<file path="src/rtl/cfg_chain_loader.sv">
// Serial configuration-chain loader: streams host words LSB-first into a config_cell chain.
// Optional readback verify pass is enabled with macro CFG_LOADER_READBACK_EN.
module cfg_chain_loader #(
    parameter int size      = 32,
    parameter int CHAIN_LEN = 64
) (
    input  logic            clk,
    input  logic            reset,
    input  logic            start,
    input  logic            abort,
    input  logic [size-1:0] word_in,
    input  logic            word_valid,
    output logic            word_ready,
    output logic            chain_out,
    output logic            shift_en,
    input  logic            chain_in,
    output logic            busy,
    output logic            done,
    output logic            err
);

    localparam int CNT_W = $clog2(CHAIN_LEN + 1);
    localparam int BIT_W = $clog2(size + 1);
    localparam logic [CNT_W-1:0] CNT_ONE   = CNT_W'(1);
    localparam logic [CNT_W-1:0] LAST_BIT  = CNT_W'(CHAIN_LEN);
    localparam logic [BIT_W-1:0] BIT_ONE   = BIT_W'(1);
    localparam logic [BIT_W-1:0] WORD_BITS = BIT_W'(size);

`ifdef CFG_LOADER_READBACK_EN
    localparam bit READBACK = 1'b1;
`else
    localparam bit READBACK = 1'b0;
`endif

    typedef enum logic [1:0] {
        ST_IDLE,
        ST_FETCH,
        ST_SHIFT,
        ST_DONE
    } state_e;

    state_e            state_q, state_d;
    logic              pass_q, pass_d;
    logic [CNT_W-1:0]  cnt_q, cnt_d;
    logic [BIT_W-1:0]  wbit_q, wbit_d;
    logic [size-1:0]   sreg_q, sreg_d;
    logic              shift_en_q, shift_en_d;
    logic              chain_out_q, chain_out_d;
    logic              word_ready_q, word_ready_d;
    logic              busy_q, busy_d;
    logic              done_q, done_d;

    logic              start_accept;
    logic [CNT_W-1:0]  cnt_inc;
    logic [BIT_W-1:0]  wbit_inc;

    assign start_accept = (state_q == ST_IDLE) && start && !abort;
    assign cnt_inc      = cnt_q + CNT_ONE;
    assign wbit_inc     = wbit_q + BIT_ONE;

    // chain_out_q is the live LSB; sreg_q holds only the bits still waiting behind it.
    // NOTE: every variable gets a default before the case so no path can infer a latch.
    always_comb begin
        state_d      = state_q;
        pass_d       = pass_q;
        cnt_d        = cnt_q;
        wbit_d       = wbit_q;
        sreg_d       = sreg_q;
        shift_en_d   = 1'b0;
        chain_out_d  = 1'b0;
        word_ready_d = word_ready_q;
        busy_d       = busy_q;
        done_d       = 1'b0;

        case (state_q)
            ST_IDLE: begin
                if (start_accept) begin
                    state_d      = ST_FETCH;
                    pass_d       = 1'b0;
                    cnt_d        = '0;
                    busy_d       = 1'b1;
                    word_ready_d = 1'b1;
                end
            end

            ST_FETCH: begin
                if (abort) begin
                    state_d      = ST_IDLE;
                    pass_d       = 1'b0;
                    busy_d       = 1'b0;
                    word_ready_d = 1'b0;
                end else if (word_valid) begin
                    state_d      = ST_SHIFT;
                    sreg_d       = word_in >> 1;
                    wbit_d       = '0;
                    word_ready_d = 1'b0;
                    shift_en_d   = 1'b1;
                    chain_out_d  = word_in[0];
                end
            end

            ST_SHIFT: begin
                if (abort) begin
                    state_d      = ST_IDLE;
                    pass_d       = 1'b0;
                    busy_d       = 1'b0;
                    word_ready_d = 1'b0;
                end else begin
                    sreg_d = sreg_q >> 1;
                    cnt_d  = cnt_inc;
                    wbit_d = wbit_inc;
                    if (cnt_inc == LAST_BIT) begin
                        // Chain full: leftover high bits of the last word are dropped here.
                        if (READBACK && !pass_q) begin
                            state_d      = ST_FETCH;
                            pass_d       = 1'b1;
                            cnt_d        = '0;
                            word_ready_d = 1'b1;
                        end else begin
                            state_d = ST_DONE;
                            done_d  = 1'b1;
                            busy_d  = 1'b0;
                        end
                    end else if (wbit_inc == WORD_BITS) begin
                        state_d      = ST_FETCH;
                        word_ready_d = 1'b1;
                    end else begin
                        shift_en_d  = 1'b1;
                        chain_out_d = sreg_q[0];
                    end
                end
            end

            ST_DONE: begin
                state_d = ST_IDLE;
                pass_d  = 1'b0;
            end

            default: begin
                state_d      = ST_IDLE;
                busy_d       = 1'b0;
                word_ready_d = 1'b0;
            end
        endcase
    end

    // NOTE: state updates use non-blocking assignments so all flops see pre-edge values.
    always_ff @(posedge clk or negedge reset) begin
        if (!reset) begin
            state_q      <= ST_IDLE;
            pass_q       <= 1'b0;
            cnt_q        <= '0;
            wbit_q       <= '0;
            sreg_q       <= '0;
            shift_en_q   <= 1'b0;
            chain_out_q  <= 1'b0;
            word_ready_q <= 1'b0;
            busy_q       <= 1'b0;
            done_q       <= 1'b0;
        end else begin
            state_q      <= state_d;
            pass_q       <= pass_d;
            cnt_q        <= cnt_d;
            wbit_q       <= wbit_d;
            sreg_q       <= sreg_d;
            shift_en_q   <= shift_en_d;
            chain_out_q  <= chain_out_d;
            word_ready_q <= word_ready_d;
            busy_q       <= busy_d;
            done_q       <= done_d;
        end
    end

    assign shift_en   = shift_en_q;
    assign chain_out  = chain_out_q;
    assign word_ready = word_ready_q;
    assign busy       = busy_q;
    assign done       = done_q;

`ifdef CFG_LOADER_READBACK_EN
    logic err_q;

    // During verify the bit leaving the chain must equal the bit being re-driven into it.
    always_ff @(posedge clk or negedge reset) begin
        if (!reset) begin
            err_q <= 1'b0;
        end else if (start_accept) begin
            err_q <= 1'b0;
        end else if (pass_q && shift_en_q && (chain_in != chain_out_q)) begin
            err_q <= 1'b1;
        end
    end

    assign err = err_q;
`else
    logic unused_chain_in;

    assign unused_chain_in = chain_in;
    assign err             = 1'b0;
`endif

endmodule
</file>
<file path="config.mk">
export PLATFORM = sky130hd
export DESIGN_NAME = cfg_chain_loader
export DESIGN_NICKNAME = d
export VERILOG_FILES = /design/src/rtl/cfg_chain_loader.sv
export SDC_FILE = /design/constraint.sdc
export NUM_CORES = 1
export LEC_CHECK = 0
export ABC_CLOCK_PERIOD_IN_PS = 4070
export BUFFER_PORTS_ARGS = -buffer_cell sky130_fd_sc_hd__buf_2
export CAP_MARGIN = 15
export CORE_MARGIN = 4
export CORE_UTILIZATION = 40
export CTS_CLUSTER_DIAMETER = 80
export DETAILED_ROUTE_END_ITERATION = 8
export GPL_ROUTABILITY_DRIVEN = 0
export PLACE_DENSITY_LB_ADDON = 0.2
export SLEW_MARGIN = 10
export SYNTH_ARGS = -nofsm -noshare
export SYNTH_HDL_FRONTEND = slang
export SYNTH_SLANG_ARGS = --single-unit
</file>
<file path="constraint.sdc">
create_clock -name clk -period 4.07 [get_ports clk]
set_clock_uncertainty 0.1 [all_clocks]
set_input_delay 0 -clock clk [delete_from_list [all_inputs] [get_ports clk]]
set_output_delay 0 -clock clk [all_outputs]
set_load 0.005 [all_outputs]
</file>
==> results_dict.tcl, run 1 <==
set metrics [dict create \
    syn_to_final_growth_pct 26.5 \
    fp.dieArea_sq_um 7990 \
    topRoutingLayerUsed "met4" \
    drive_gt1_frac 0.189 \
    vias 2054 \
    clock_latency_ns 0.29 \
    grt_usage 0.145 \
    die_y_um 89.4 \
    dp_hpwl_mm 3.33 \
    syn_nets 307 \
    status "completed" \
    power_density_nw_per_um2 499 \
    cp-end-kind "flop" \
    clockBufferDepth 2 \
    hold-worst-slack_ns 0.0811 \
    yosysWarnings 0 \
    period_share 0.716 \
    drt_iter0_drc 77 \
    relSlewSlack 0.291 \
    row_count 29 \
    ys_seq_area_frac 0.482 \
    grt_max_degree 68 \
    hold_violations 0 \
    synthArstFlopShare 1.00 \
    synth_edf_count 0 \
    core_sq_um 6390 \
    start_util 0.415 \
    worst_slack_ns 1.16 \
    grt_overflow 0 \
    maxCapViolations 0 \
    avgRoutedWirePerCell_um 12.8 \
    tns_ns 0 \
    synthFlopType "dfrtp_1" \
    cts_setup_buffers 0 \
    clkTransAtPathRegs_ns 0.08 \
    worstPathRequired_ns 4.20 \
    cts_made_buffers 5 \
    dr.pass1.iters 4 \
    wl_met1_mm 2.54 \
    drv_slew 0 \
    grt_pass1_wl_mm 9.32 \
    clock-sinks 51 \
    ios 44 \
    critPathMaxFanout 41 \
    path_class "reg2reg" \
    dp_slack_ns 1.64 \
    worst_pin_slew_ns 1.06 \
    routed-wl-met2_mm 2.47 \
    diodes 0 \
    fp.dieW_um 89.4 \
    synth.distinct_cells 44 \
    startpoint_type "flop" \
    fin_crit_ns 2.91 \
    drc_errors 0 \
    htree_num_levels 2 \
    worstHoldPathType "in2reg" \
    vdd_ir_drop_max_mv 0.280 \
    synth_area_sq_um 2650 \
    rsz0062_at_grt "false" \
    viasPerCell 5.00 \
    drt-total-wl_mm 5.27 \
    port_buffers 41 \
    crit_chain "inv_1, ha_2, buf_4, nor2b_4, nor3b_4, nand3_1, o22ai_1, dlygate4sd3_1" \
    grt_pass1_vias 2117 \
    crit_path_top_delay_cell "dlygate4sd3_1" \
    antenna_left 0 \
    antenna_found_initial 0 \
    crit_path_max_incr_delay_ns 0.55 \
    syn_inst 262 \
    cts_tree "built" \
    p_leak_nw 1.47 \
    clockRootBuffer "clkbuf_8" \
    clock.fmax_mhz 343 \
    avgSynthCellArea_sq_um 10.1 \
    met3_length_um 215 \
    final-setup-viol-count 0 \
    ys_ff_latch 51 \
    cp_data_arrival_time_ns 3.04 \
    power.total_mw 1.67 \
    nNetsFinal 378 \
]
area by class of cell:
| class | count | area, sq um |
|---|---|---|
| Clock buffer | 6 | 72.6 |
| Clock inverter | 2 | 38.8 |
| Fill cell | 579 | 3040 |
| Inverter | 8 | 30.0 |
| Multi-Input combinational cell | 189 | 1270 |
| Sequential cell | 51 | 1280 |
| Tap cell | 77 | 96.3 |
| Timing Repair Buffer | 78 | 571 |
routing by layer:
layer | vias to the layer above | global-route usage
met3 | 6 | 0.0313
met2 | 41 | 0.239
li1 | 1055 | -
met5 | - | 0
met4 | 0 | 0.0365
met1 | 952 | 0.196
Yosys cell counts (2+ instances only):
| cell type | instances | area [sq um] |
|---|---|---|
| o21ai_0 | 26 | 130 |
| ha_1 | 7 | 87.6 |
| dfrtp_1 | 51 | 1280 |
| o22ai_1 | 2 | 12.5 |
| nor4b_1 | 2 | 17.5 |
| mux2i_1 | 33 | 330 |
| buf_2 | 7 | 35.0 |
| a22o_1 | 4 | 35.0 |
| buf_4 | 2 | 15.0 |
| clkbuf_1 | 4 | 15.0 |
| inv_1 | 8 | 30.0 |
| nor2_1 | 7 | 26.3 |
| nand2_1 | 47 | 176 |
| o31ai_1 | 2 | 15.0 |
| nand3_1 | 5 | 25.0 |
| nor2b_1 | 3 | 18.8 |
| nor3b_1 | 2 | 15.0 |
| nand4_1 | 2 | 12.5 |
| o21ai_1 | 21 | 105 |
| and3_4 | 2 | 22.5 |
| a31oi_1 | 2 | 12.5 |
critical path: cells and delay by family (launching register included):
family | cells | cell delay [ns]
buffers and inverters | 3 | 1.17
flip-flops | 1 | 0.43
adder cells (fa/ha/maj) | 1 | 0.19
AO/OA/AOI/OAI | 1 | 0.17
AND/OR/NAND/NOR | 3 | 0.78
metrics by stage:
step | std cells | area, sq um | util
floorplan | 262 | 2650 | -
global placement | 368 | 2890 | 0.452
detailed placement | 368 | 2890 | 0.452
CTS | 411 | 3350 | 0.525
global route | 411 | 3350 | 0.525
finish | 411 | 3350 | 0.525
where the power goes:
group / leakage, nW / internal, mW / total, mW / switching [mW]
sequential: 0.660 / 0.681 / 0.784 / 0.103
clock: 0.0558 / 0.186 / 0.352 / 0.166
combinational: 0.752 / 0.244 / 0.537 / 0.293
total: 1.47 / 1.11 / 1.67 / 0.562
cells in the final DEF (no fill, tap or decap), drive strengths merged, types with 6 or more instances in the layout:
cell / n
ha: 7
nand2: 47
dfrtp: 51
nand3: 6
nor2: 7
clkbuf: 6
inv: 9
o21ai: 47
buf: 43
mux2i: 33
dlygate4sd3: 35
what timing repair did:
| item | CTS | global route |
|---|---|---|
| resized for setup | 0 | 0 |
| hold buffers | 35 | 0 |
| hold endpoints to repair | 84 | 0 |
cell families (layout without fill, tap and decap cells):
| group | count (synthesis) | count (layout) | share of synthesized area |
|---|---|---|---|
| buf+inv | 22 | 94 | 0.0411 |
| compound gates | 66 | 66 | 0.152 |
| xor+xnor | 1 | 1 | 0.00331 |
| flops | 51 | 51 | 0.482 |
| mux | 34 | 34 | 0.129 |
| simple gates | 80 | 80 | 0.159 |
| fa+ha+maj | 7 | 7 | 0.0331 |
| other cells | 1 | 1 | 0.00142 |
final timing paths:
| path | slack [ns] | depth (start not counted) | from | to |
|---|---|---|---|---|
| worst min register to register | 0.39 | 2 | sreg_q[5] | sreg_q[5] |
| worst min-delay path | 0.08 | 4 | abort | shift_en |
| worst max-delay path | 1.16 | 8 | state_q[0] | chain_out |
| worst max register to register | 1.16 | 8 | state_q[0] | chain_out |
| max in group asynchronous | 3.19 | 3 | reset | cnt_q[6] |
| min in group asynchronous | 0.24 | 3 | reset | busy |
state kept, by name (all words and copies together) (netlist names):
register	count
done	1
cnt_q	7
wbit_q	6
shift_en	1
state_q	2
busy	1
word_ready	1
chain_out	1
sreg_q	31
Power figures use the tool's default switching activity.
==> run 2, diff against run 1 <==
--- a/config.mk
+++ b/config.mk
@@ -5,7 +5,8 @@
 export SDC_FILE = /design/constraint.sdc
 export NUM_CORES = 1
 export LEC_CHECK = 0
-export ABC_CLOCK_PERIOD_IN_PS = 4070
+export ABC_AREA = 1
+export ABC_CLOCK_PERIOD_IN_PS = 3010
 export BUFFER_PORTS_ARGS = -buffer_cell sky130_fd_sc_hd__buf_2
 export CAP_MARGIN = 15
 export CORE_MARGIN = 4
==> constraint.sdc (replaced) <==
create_clock -name clk -period 3.01 [get_ports clk]
set_clock_uncertainty 0.1 [all_clocks]
set_input_delay 0 -clock clk [delete_from_list [all_inputs] [get_ports clk]]
set_output_delay 0 -clock clk [all_outputs]
set_load 0.005 [all_outputs]
==> run 2 against run 1 <==
Effect of this change: setup slack worse by 0.56 ns; largest cell class unchanged; count of clock-buffer cells in the layout is 1 higher; sequential share of layout area is 1.1 points lower; wire length is 12% higher; design area is 2.8% higher; non-clock buffer count is 1 higher; combinational power is 96% higher; via count is 16% higher; synthesized area is 4.0% higher; total power is 57% higher; die area is 3.6% higher.
==> results_dict.tcl, run 2 <==
set metrics [dict create \
    synth_edf_count 0 \
    syn_nets 390 \
    holdPathStages 5 \
    critPathMaxFanout 34 \
    p_comb_frac 0.402 \
    cts_setup_buffers 0 \
    yosysTopAreaCell "dfrtp_1" \
    dp_slack_ns 0.602 \
    clkTransAtPathRegs_ns 0.09 \
    power_frac_seq 0.427 \
    p_leak_nw 1.61 \
    clock_latency_ns 0.31 \
    core_sq_um 6530 \
    clockRootBuffer "clkbuf_8" \
    largest_register "sreg_q" \
    ys_seq_area_frac 0.463 \
    cts_resized 0 \
    hold_violations 0 \
    clock-sinks 51 \
    drt-total-wl_mm 5.92 \
    netlist.area_leader.share 0.463 \
    start_util 0.422 \
    grt_pass1_wl_mm 10.5 \
    ios 44 \
    grt_pass1_vias 2388 \
    vias 2392 \
    vdd_ir_drop_max_mv 0.371 \
    nFillCells 630 \
    path_class "reg2reg" \
    period_share 0.802 \
    diodes 0 \
    synth_area_sq_um 2750 \
    fp.dieArea_sq_um 8280 \
    drc_errors 0 \
    synthArstFlopShare 1.00 \
    relSlewSlack 0.591 \
    synth.distinct_cells 33 \
    antenna_left 0 \
    worst_slack_ns 0.597 \
    cp-end-kind "flop" \
    viasPerCell 4.85 \
    rsz0062_at_grt "false" \
    layout_commonest_cell "nand2_1" \
    p_int_mw 1.59 \
    tns_ns 0 \
    worst_pin_slew_ns 0.611 \
    cts_tree "built" \
    p_sw_mw 1.04 \
    yosysWarnings 0 \
    avgRoutedWirePerCell_um 12.0 \
    maxCapViolations 0 \
    antenna_found_initial 0 \
    row_count 29 \
    syn_inst 345 \
    cp_data_arrival_time_ns 2.54 \
    startpoint_type "flop" \
    clock.fmax_mhz 414 \
    htree_num_levels 2 \
    drt_iter0_drc 90 \
    final-setup-viol-count 0 \
    grt_usage 0.153 \
    top_regs "sreg_q (31), cnt_q (7), wbit_q (6)" \
    drive_gt1_frac 0.207 \
    clockBufferDepth 2 \
    die_y_um 91.0 \
    grt_max_degree 35 \
    nNetsFinal 460 \
    cts_made_buffers 5 \
    fin_crit_ns 2.41 \
    port_buffers 41 \
    reg2reg_depth 9 \
    syn_to_final_growth_pct 25.1 \
    final_cell_mix "111 x nand2_1, 51 x dfrtp_1, 41 x buf_2" \
    switching_share 0.395 \
    dr.pass1.iters 4 \
    synthTopCellsByArea "dfrtp_1 46%, nand2_1 15%, a31oi_1 6.8%" \
    synth_most_common_cell "nand2_1" \
    status "completed" \
    grt_overflow 0 \
    largest_reg_flops 31 \
    fp.dieW_um 91.0 \
    synthFlopType "dfrtp_1" \
    clkPwrFrac 0.171 \
    worstPathRequired_ns 3.13 \
    worstHoldPathType "in2reg" \
    avgSynthCellArea_sq_um 7.98 \
    drv_slew 0 \
    dp_hpwl_mm 3.94 \
    synth_common_cells "112 x nand2_1, 51 x dfrtp_1, 38 x nor2_1, 30 x a31oi_1, 22 x inv_1" \
    power_density_nw_per_um2 761 \
    ys_ff_latch 51 \
]
run 2: worst paths after layout:
| path | start | endpoint | slack [ns] |
|---|---|---|---|
| min in group asynchronous | reset | sreg_q[28] | 0.11 |
| max in group asynchronous | reset | sreg_q[9] | 1.92 |
| worst max-delay path | state_q[0] | sreg_q[11] | 0.60 |
| worst max register to register | state_q[0] | sreg_q[11] | 0.60 |
| worst min-delay path | word_valid | chain_out | 0.02 |
| worst min register to register | word_ready | word_ready | 0.40 |
run 2: logic make-up (layout without fill, tap and decap cells):
kind of cell | count (synthesis) | in the layout | synth area share
AND/OR/NAND/NOR | 187 | 187 | 0.299
AO/OA/AOI/OAI | 54 | 54 | 0.129
other | 1 | 1 | 0.00136
buffers and inverters | 45 | 116 | 0.0754
flip-flops | 51 | 51 | 0.463
adder cells (fa/ha/maj) | 7 | 7 | 0.0318
run 2: cell type report:
class / instances / area (sq um) / share of cell area
Clock buffer: 7 / 96.3 / 0.0280
Clock inverter: 1 / 7.51 / 0.00218
Timing Repair Buffer: 79 / 588 / 0.171
Multi-Input combinational cell: 249 / 1270 / 0.369
Inverter: 29 / 109 / 0.0316
Tap cell: 77 / 96.3 / 0.0280
Sequential cell: 51 / 1280 / 0.370
run 2: worst max-delay path, stage by stage, from the launching register on:
cell     delay, ns
dfrtp_1       0.42
inv_1         0.12
ha_1          0.19
inv_2         0.06
nor2_4        0.30
nand2_1       0.16
nand2_2       0.50
buf_12        0.25
nor2_1        0.06
a31oi_1       0.16
run 2: repair_timing:
action,4_1_cts,5_1_grt
setup endpoints to repair,0,0
hold buffers,34,0
endpoints found under the hold margin,56,0
run 2: metal layers:
layer	up-vias	track usage	wire [um]	part of all wire
met5	-	0	0	0
met4	0	0.0465	59	0.010
met3	7	0.0298	194	0.033
met2	41	0.254	2770	0.47
met1	1094	0.202	2900	0.49
li1	1250	-	-	-
run 2: through the flow:
stage / hold WS [ns] / instances / util / power (mW) / cell area (sq um)
2_1_floorplan: -0.396 / 345 / - / 1.92 / 2750
3_3_place_gp: -0.0661 / 451 / 0.460 / 2.13 / 3000
3_5_place_dp: -0.0553 / 451 / 0.460 / 2.16 / 3000
4_1_cts: 0.0107 / 493 / 0.528 / 2.65 / 3450
5_1_grt: 0.0509 / 493 / 0.528 / 2.88 / 3450
6_report: 0.0194 / 493 / 0.528 / 2.62 / 3450
run 2: power groups by stage:
stage          clock [mW]  sequential (mW)  combinational (mW)
4_1_cts             0.462             1.12                1.06
2_1_floorplan           0             1.10               0.826
6_report            0.449             1.12                1.05
3_3_place_gp            0             1.12                1.01
3_5_place_dp            0             1.13                1.03
5_1_grt             0.485             1.16                1.24
==> run 3, diff against run 2 <==
--- a/config.mk
+++ b/config.mk
@@ -5,8 +5,8 @@
 export SDC_FILE = /design/constraint.sdc
 export NUM_CORES = 1
 export LEC_CHECK = 0
-export ABC_AREA = 1
-export ABC_CLOCK_PERIOD_IN_PS = 3010
+export ABC_AREA = 0
+export ABC_CLOCK_PERIOD_IN_PS = 2000
 export BUFFER_PORTS_ARGS = -buffer_cell sky130_fd_sc_hd__buf_2
 export CAP_MARGIN = 15
 export CORE_MARGIN = 4
==> constraint.sdc (replaced) <==
create_clock -name clk -period 2 [get_ports clk]
set_clock_uncertainty 0.1 [all_clocks]
set_input_delay 0 -clock clk [delete_from_list [all_inputs] [get_ports clk]]
set_output_delay 0 -clock clk [all_outputs]
set_load 0.005 [all_outputs]
==> run 3 against run 2 <==
Effect of this change: via count down 14%; total power up 31%; register-to-register slack worse by 0.44 ns; wire length down 8.4%; hold slack better by 0.076 ns; global-route usage down 0.44 points; setup slack worse by 0.44 ns.
==> results_dict.tcl, run 3 (synthesis gave the netlist of run 1 again) <==
set metrics [dict create \
    grt_use_met2 0.232 \
    worstPathRequired_ns 2.09 \
    cts_made_buffers 5 \
    dp_slack_ns 0.198 \
    grt_usage 0.148 \
    r2r_end "state_q[0]" \
    grt_max_degree 52 \
    grt_pass1_vias 2059 \
    row_count 29 \
    path_class "reg2reg" \
    final-setup-viol-count 0 \
    worst_slack_ns 0.160 \
    cts_setup_buffers 0 \
    place_inst 373 \
    drt-total-wl_mm 5.43 \
    clock-sinks 51 \
    timing.rr.start "cnt_q[0]" \
    drive_gt1_frac 0.207 \
    fin_crit_ns 1.84 \
    drt_iter0_drc 84 \
    die_y_um 89.4 \
    antenna_found_initial 0 \
    reg2reg_depth 6 \
    hold_start "abort" \
    largest_register "sreg_q" \
    cp_data_arrival_time_ns 1.93 \
    start_util 0.415 \
    power.total_mw 3.43 \
    hold-worst-slack_ns 0.0951 \
    final_cell_mix "51 x dfrtp_1, 47 x nand2_1, 41 x buf_2" \
    clock.fmax_mhz 543 \
    critPathMaxFanout 5 \
    regArea_sq_um 1280 \
    fp.dieW_um 89.4 \
    port_buffers 41 \
    clockRootBuffer "clkbuf_8" \
    cts_tree "built" \
    cp-end-kind "flop" \
    period_share 0.920 \
    rrSetupSlack_ns 0.16 \
    grt_overflow 0 \
    grt_use_met1 0.207 \
    holdPathStages 4 \
    vias 2057 \
    grt_use_met3 0.0387 \
    multi_input_area_sq_um 1270 \
    grt-busiest-layer "met2" \
    hold_violations 0 \
    worstHoldPathType "in2reg" \
    placed_cell_area_sq_um 2960 \
    rsz0062_at_grt "false" \
    nFillCells 579 \
    grt_pass1_wl_mm 9.35 \
    htree_num_levels 2 \
    viasPerCell 4.96 \
    clockBufferDepth 2 \
    layout_commonest_cell "dfrtp_1" \
    vdd_ir_drop_max_mv 0.514 \
    syn_to_final_growth_pct 28.8 \
    fin_util 0.534 \
    dp_hpwl_mm 3.48 \
    dr.pass1.iters 4 \
    drv_slew 0 \
    core_sq_um 6390 \
    fp.dieArea_sq_um 7990 \
    top_regs "sreg_q (31), cnt_q (7), wbit_q (6)" \
    clock_latency_ns 0.31 \
    power_density_nw_per_um2 1000 \
    fin_area_sq_um 3410 \
    status "completed" \
    tns_ns 0 \
    fin_cells 415 \
    maxCapViolations 0 \
    diodes 0 \
    holdPathEnd "shift_en" \
    antenna_left 0 \
    clkTransAtPathRegs_ns 0.09 \
    drc_errors 0 \
    p_leak_nw 1.50 \
    avgRoutedWirePerCell_um 13.1 \
    ios 44 \
    startpoint_type "flop" \
    largest_reg_flops 31 \
    nNetsFinal 382 \
]
## run 3: layout make-up
type / count / share of cell area
clock buffer: 7 / 0.0282
timing repair buffer: 82 / 0.186
inverter: 8 / 0.00880
multi-input combinational: 189 / 0.372
clock inverter: 1 / 0.00220
tap: 77 / 0.0282
sequential: 51 / 0.374
## run 3: how the worst max path moves through the flow
stage	from	end	slack, ns	cells past startpoint
finish	cnt_q[0]	state_q[0]	0.16	6
global route	cnt_q[0]	state_q[1]	0.03	6
CTS	cnt_q[0]	state_q[0]	0.18	6
detailed placement	cnt_q[0]	state_q[1]	0.20	6
global placement	cnt_q[0]	state_q[0]	0.21	6
floorplan	state_q[0]	sreg_q[11]	0.25	9
## run 3: repair_timing
action / CTS / global route
endpoints found under the hold margin: 84 / 0
gates resized for setup: 0 / 1
endpoints found under the setup margin: 0 / 2
hold buffers: 34 / 0
## run 3: per-layer routing
| metal | vias to the layer above | share of wire |
|---|---|---|
| li1 | 1070 | - |
| met1 | 945 | 0.49 |
| met2 | 33 | 0.46 |
| met3 | 9 | 0.041 |
| met4 | 0 | 0.011 |
| met5 | - | 0 |
## run 3: report_power, final
group | total (mW) | switching (mW) | leakage, nW | internal, mW
Sequential | 1.59 | 0.205 | 0.660 | 1.38
Combinational | 1.17 | 0.620 | 0.785 | 0.555
Clock | 0.664 | 0.348 | 0.0505 | 0.315
Total | 3.43 | 1.17 | 1.50 | 2.25
## run 3: critical path: stages (launching register included)
cell and delay, ns:
dfrtp_1 0.42, ha_1 0.25, and2_1 0.19, and3_4 0.16, nor3b_4 0.28, a31oi_2 0.14
o32a_1 0.18
